--- src/rtl/fetch_stage_pkg.sv ---
// Shared constants and types for the IF stage.
//   PC_RESET / IM_BASE_ADDR / IM_TOP_ADDR : default reset PC and legal fetch window
//   EXC_NONE / EXC_ADEL                   : fetch exception codes
//   NOP                                   : instruction word used for bubbles and faulted fetches
//   if_id_t                               : IF/ID pipeline register bundle
package fetch_stage_pkg;

  localparam logic [31:0] PC_RESET     = 32'h0000_3000;
  localparam logic [31:0] IM_BASE_ADDR = 32'h0000_3000;
  localparam logic [31:0] IM_TOP_ADDR  = 32'h0000_6FFC;

  localparam logic [4:0]  EXC_NONE = 5'd0;
  localparam logic [4:0]  EXC_ADEL = 5'd4;

  localparam logic [31:0] NOP = 32'h0000_0000;

  typedef struct packed {
    logic [31:0] instr;
    logic [31:0] pc;
    logic [31:0] pc8;
    logic [4:0]  excode;
    logic        bd;
    logic        valid;
  } if_id_t;

  // Fetch address fault: misaligned or outside [base, top].
  function automatic logic fetch_adel(input logic [31:0] addr,
                                      input logic [31:0] base,
                                      input logic [31:0] top);
    return (addr[1:0] != 2'b00) || (addr < base) || (addr > top);
  endfunction

endpackage

--- src/rtl/fetch_stage_if_id_reg.sv ---
// IF/ID pipeline register.
//   clk, reset_n : clock, async active-low reset
//   stall        : hold every field
//   flush        : load a bubble (takes priority over stall)
//   bubble_pc    : PC recorded with a bubble so downstream still sees a sane PC
//   d            : bundle captured on advance
//   q            : registered bundle
module fetch_stage_if_id_reg
  import fetch_stage_pkg::*;
#(
  parameter logic [31:0] RESET_PC = PC_RESET
) (
  input  logic        clk,
  input  logic        reset_n,
  input  logic        stall,
  input  logic        flush,
  input  logic [31:0] bubble_pc,
  input  if_id_t      d,
  output if_id_t      q
);

  always_ff @(posedge clk or negedge reset_n) begin
    if (!reset_n) begin
      q.instr  <= NOP;
      q.pc     <= RESET_PC;
      q.pc8    <= RESET_PC + 32'd8;
      q.excode <= EXC_NONE;
      q.bd     <= 1'b0;
      q.valid  <= 1'b0;
    end else if (flush) begin
      q.instr  <= NOP;
      q.pc     <= bubble_pc;
      q.pc8    <= bubble_pc + 32'd8;
      q.excode <= EXC_NONE;
      q.bd     <= 1'b0;
      q.valid  <= 1'b0;
    end else if (!stall) begin
      q <= d;
    end
  end

endmodule

--- src/rtl/fetch_stage.sv ---
// Instruction fetch stage: PC register, fetch address check and IF/ID register.
//   clk, reset_n          : clock, async active-low reset
//   npc                   : selected next PC
//   stall, flush          : hazard hold / redirect-with-bubble (flush wins)
//   id_is_branch          : instruction in ID is a branch/jump, so this fetch is a delay slot
//   im_rdata              : combinational instruction memory data at im_addr
//   pc, im_addr           : current fetch PC
//   id_instr .. id_valid  : IF/ID outputs to decode
module fetch_stage
  import fetch_stage_pkg::*;
#(
  parameter logic [31:0] RESET_PC = PC_RESET,
  parameter logic [31:0] IM_BASE  = IM_BASE_ADDR,
  parameter logic [31:0] IM_TOP   = IM_TOP_ADDR
) (
  input  logic        clk,
  input  logic        reset_n,
  input  logic [31:0] npc,
  input  logic        stall,
  input  logic        flush,
  input  logic        id_is_branch,
  input  logic [31:0] im_rdata,
  output logic [31:0] pc,
  output logic [31:0] im_addr,
  output logic [31:0] id_instr,
  output logic [31:0] id_pc,
  output logic [31:0] id_pc8,
  output logic [4:0]  id_excode,
  output logic        id_bd,
  output logic        id_valid
);

  logic   adel;
  if_id_t fetch_d;
  if_id_t if_id_q;

  // Flush redirects even while stalled.
  always_ff @(posedge clk or negedge reset_n) begin
    if (!reset_n) begin
      pc <= RESET_PC;
    end else if (flush || !stall) begin
      pc <= npc;
    end
  end

  assign im_addr = pc;
  assign adel    = fetch_adel(pc, IM_BASE, IM_TOP);

  // A faulted fetch never forwards memory data; decode sees a nop.
  always_comb begin
    fetch_d.instr  = adel ? NOP : im_rdata;
    fetch_d.pc     = pc;
    fetch_d.pc8    = pc + 32'd8;
    fetch_d.excode = adel ? EXC_ADEL : EXC_NONE;
    fetch_d.bd     = id_is_branch;
    fetch_d.valid  = 1'b1;
  end

  fetch_stage_if_id_reg #(
    .RESET_PC (RESET_PC)
  ) u_if_id_reg (
    .clk       (clk),
    .reset_n   (reset_n),
    .stall     (stall),
    .flush     (flush),
    .bubble_pc (pc),
    .d         (fetch_d),
    .q         (if_id_q)
  );

  assign id_instr  = if_id_q.instr;
  assign id_pc     = if_id_q.pc;
  assign id_pc8    = if_id_q.pc8;
  assign id_excode = if_id_q.excode;
  assign id_bd     = if_id_q.bd;
  assign id_valid  = if_id_q.valid;

endmodule

--- config.mk ---
export PLATFORM = sky130hd
export DESIGN_NAME = fetch_stage
export DESIGN_NICKNAME = d
export VERILOG_FILES = /design/src/rtl/fetch_stage_pkg.sv /design/src/rtl/fetch_stage_if_id_reg.sv /design/src/rtl/fetch_stage.sv
export SDC_FILE = /design/constraint.sdc
export NUM_CORES = 1
export LEC_CHECK = 0
export CAP_MARGIN = 20
export CORE_UTILIZATION = 35
export DETAILED_ROUTE_END_ITERATION = 8
export PLACE_DENSITY = 0.6
export RECOVER_POWER = 50
export SYNTH_ARGS = -nofsm -noshare
export SYNTH_HDL_FRONTEND = slang
export SYNTH_HIERARCHICAL = 1
export SYNTH_SLANG_ARGS = --single-unit
export TNS_END_PERCENT = 50
--- constraint.sdc ---
create_clock -name clk -period 6.3 [get_ports clk]
set_clock_uncertainty 0.2 [all_clocks]
set_input_delay 1.89 -clock clk [delete_from_list [all_inputs] [get_ports clk]]
set_output_delay 1.89 -clock clk [all_outputs]
set_load 0.005 [all_outputs]
Word level (Yosys, flattened, before mapping)
Cells that the tools add are included.
Widths: inputs -> output; s select.

cells by class
  $add $sub $neg = 1
  magnitude comparators = 2
  eq/ne operators = 1
  multiplexer cells = 4
  reduce and logical (&&, ||, !) cells = 5

operators by type and width
  cell                   count
  $mux 103               2
  $add 32x4->32 const B  1
  $gt 32x15->1 const B   1
  $lt 32x14->1 const B   1
  $mux 32                1
  $logic_or 1x1->1       3
  $mux 3                 1
  $ne 2x1->1 const B     1
  $reduce_bool 2->1      1
  $logic_not 1->1        1

word-level totals
  register bits = 135
  output and inout bits = 167

Depth between registers and ports, before layout
  depth after elaboration = 6
  gate-level depth with buffers = 9
  depth with buffers taken out = 8

Modules after synthesis
Netlist, hierarchy kept.

by module, submodules not included
  module                 times used  cells each  area an instance (sq um)  seq. area each (sq um)
  fetch_stage_if_id_reg  1           502         5,163.7                   2,583.7
  fetch_stage            1           264         2,532.4                   803.3

Worst setup path after synthesis
OpenSTA, ideal clock, no wires.

  path kind = input -> register
  start point = input stall
  end point = register u_if_id_reg/q[102] in the netlist's numbering
  library setup time = 132 ps
  data arrival time = 3,046 ps
  data required time = 5,968 ps
  setup slack = 2,922 ps
  cell stages on the path = 5
  path through = clkbuf_1 -> clkbuf_1 -> buf_1 -> mux2i_1 -> nor2_1

between the ends
  word-level cells in the longest chain between the ends = 1

RTL lines
  what                         line                         RTL
  start, declared              fetch_stage.sv:19            input logic stall,
  $ne 2x1->1 (no source line)  --
  end, declared                fetch_stage_if_id_reg.sv:19  output if_id_t q

No other way between the ends.
A chain may end at the register's enable or synchronous reset.

==> flow_summary_export.csv <==
group,metric,value,unit
synth,synth_edf_count,0,
timing,fin_ws,1850,ps
clock_tree,cts.sinks,135,
cells_and_area,final_nets,988,
setup_path,endpoint_kind,"asynchronous set/reset pin",
floorplan,die_w,150,µm
global_routing,grt_max_degree,105,
synth,postSynthCellCount,766,
floorplan,dieArea,22600,µm²
placement,dp_hpwl,13500,µm
routing,drc_errors,0,
clock_tree,cts_tree,"built",
power,pwr_density_cell,248,nW/µm²
floorplan,io_pins,236,
setup_path,slowest_delay,1780,ps
cells_and_area,diodes,0,
synth,synth_common_cells,"128 x dfrtp_1, 72 x mux2i_1, 64 x buf_4",
timing,finalSetupTns,0,ps
floorplan,initial_core_util,0.362,
synth,synth_top_flop_cell,"dfrtp_1",
global_routing,track_usage,0.183,
synth,yosysTopAreaCellShare,0.416,
routing,dr_wl_met3,1160,µm
setup_path,crit_type,"in2async",
synth,synth_top_area_cell,"dfrtp_1",
timing,fmax,0.225,GHz
timing,setup_viol,0,
timing,post-route-min-period,4450,ps
global_routing,antenna_found_initial,0,
placement,port_buffers,235,
timing,finalCritPeriodShare,0.706,
routing,drt-vias-per-instance,5.02,
timing,maxSlewViolCount,105,
status,outcome,"finished, violations left",
power,ir_drop,174,µV
setup_path,path_max_fanout,104,
routing,totalWireLength,20100,µm
routing,drtIter0Drc,375,
synth,yosysWarnings,6,
status,violations,"max-capacitance violations, max-slew violations",
cells_and_area,drive_gt1_frac,0.129,
global_routing,grt_pass1_vias,5723,
floorplan,core-area,21300,µm²
clock_tree,clk_latency,410,ps
synth,postSynthAreaPerCell,10.0,µm²
synth,yosysSeqAreaShare,0.440,
routing,drtPass1Iterations,5,
min_path,hp-class,"reg2reg",
placement,post-place-ws,2110,ps
synth,synth.most_common_cell,"dfrtp_1",
synth,synthesis.area,7700,µm²
clock_tree,cts_root_buf,"clkbuf_16",
job,cap_violations,1,
routing,ant_nets,0,
setup_path,worst_path_most_repeated_cell,"clkbuf_2",
global_routing,overflow,0,
clock_tree,cts_buffer_depth,2,
clock_tree,cts_setup_buffers,0,
power,power,2.57,mW
routing,wl_met2,9690,µm
clock_tree,cts_resized,0,
timing,max_slew_margin,-0.723,
routing,highest_layer,"met4",
setup_path,crit_slowest_cell,"clkbuf_2",
setup_path,critPathLaunchType,"input pin",
synth,ys_ff_latch,135,
setup_path,cp_data_required_time,6540,ps
synth,netlist_top_cells_area,"dfrtp_1 42%, mux2i_1 9.4%, buf_4 6.2%",
power,p_leak,4.36,nW
synth,synth.distinct_cells,50,
cells_and_area,n_fill_cell,2017,
timing,worst_slew_pin_slew,2580,ps
clock_tree,hold_buffers,0,
clock_tree,clk_pin_slew,60,ps
routing,drt-met1-wl,9000,µm
setup_path,arrival,4680,ps
clock_tree,numCtsBuffers,17,
floorplan,std_cell_rows,53,
synth,async_flop_share,1.00,
floorplan,die_h,150,µm
global_routing,grt_pass1_wl,31800,µm
setup_path,crit_buf_inv,2,
placement,gp_congestion,0.750,
cells_and_area,syn_to_final_growth,34.7,%
setup_path,path_cells,"clkbuf_2, clkbuf_2",
routing,via_count,6051,
timing,hold_slack,312,ps
clock_tree,htree_levels,4,
routing,wire_per_inst,16.7,µm
setup_path,critPathTopFamily,"buffers and inverters",
timing,rsz0062_at_grt,"false",
timing,hold_viol_final,0,
metrics by stage:
stage               cell area, µm²  utilization  instances
global placement              9710        0.456       1172
CTS                          10400        0.487       1205
floorplan                     7710            -        769
detailed placement            9720        0.457       1173
global route                 10400        0.487       1205
finish                       10400        0.487       1205
worst paths after layout:
path / from / endpoint / slack, ps / depth (start not counted)
worst max-delay path: reset_n / u_if_id_reg/q[35] / 1850 / 2
worst min-delay path: u_if_id_reg/q[77] / u_if_id_reg/q[77] / 310 / 2
worst max register to register: im_addr[3] / u_if_id_reg/q[36] / 3210 / 8
worst min register to register: u_if_id_reg/q[77] / u_if_id_reg/q[77] / 310 / 2
max in group clk: im_addr[15] / pc[15] / 2450 / 1
min in group asynchronous: reset_n / u_if_id_reg/q[85] / 2060 / 1
final cells by class:
class                   instances  area, µm²  share of cell area
clock buffers                  17        425              0.0410
clock inverters                15        224              0.0216
multi-input cells             517       3570               0.345
flip-flops and latches        135       3390               0.327
inverters                       6       22.5             0.00217
repair buffers                240       2390               0.230
well taps                     275        344              0.0332
sequential cells by signal, summed over array words and instances (netlist names):
name,cells
u_if_id_reg/q,103
im_addr,32
routing by layer:
metal	global-route usage	vias to the layer above
met3	0.0418	15
met4	0.0535	0
met2	0.293	177
met5	0	-
met1	0.244	2950
li1	-	2909
placed cells by master (no fill, tap or decap), drive strengths merged, types with 5 or more instances in the layout:
cell,n
nor2,55
xnor2,22
a211oi,31
buf,6
clkbuf,19
clkdlybuf4s50,198
and4,5
dfstp,7
and3,11
bufinv,5
nor2b,32
nand4,15
dlygate4sd3,34
nor4,14
nor3,5
nand2,53
xor2,20
conb,5
nand3,21
a31oi,12
and2,34
or3,6
or4,5
inv,9
a21oi,12
mux2i,72
dfrtp,128
clkinv,5
mux2,32
o21ai,42
report_power, final:
group | switching [mW] | internal (mW)
sequential | 0.0964 | 0.939
clock | 0.400 | 0.705
combinational | 0.164 | 0.263
logic make-up after synthesis:
logic type | synth area share
buffers and inverters | 0.0975
DFF | 0.440
other | 0.000976
and+or+nand+nor | 0.188
adders and majority gates | 0.00325
AOI/OAI and AO/OA | 0.0819
xor gates and xnor gates | 0.0478
muxes | 0.140
Note: power is estimated with default switching activity, not from simulation.
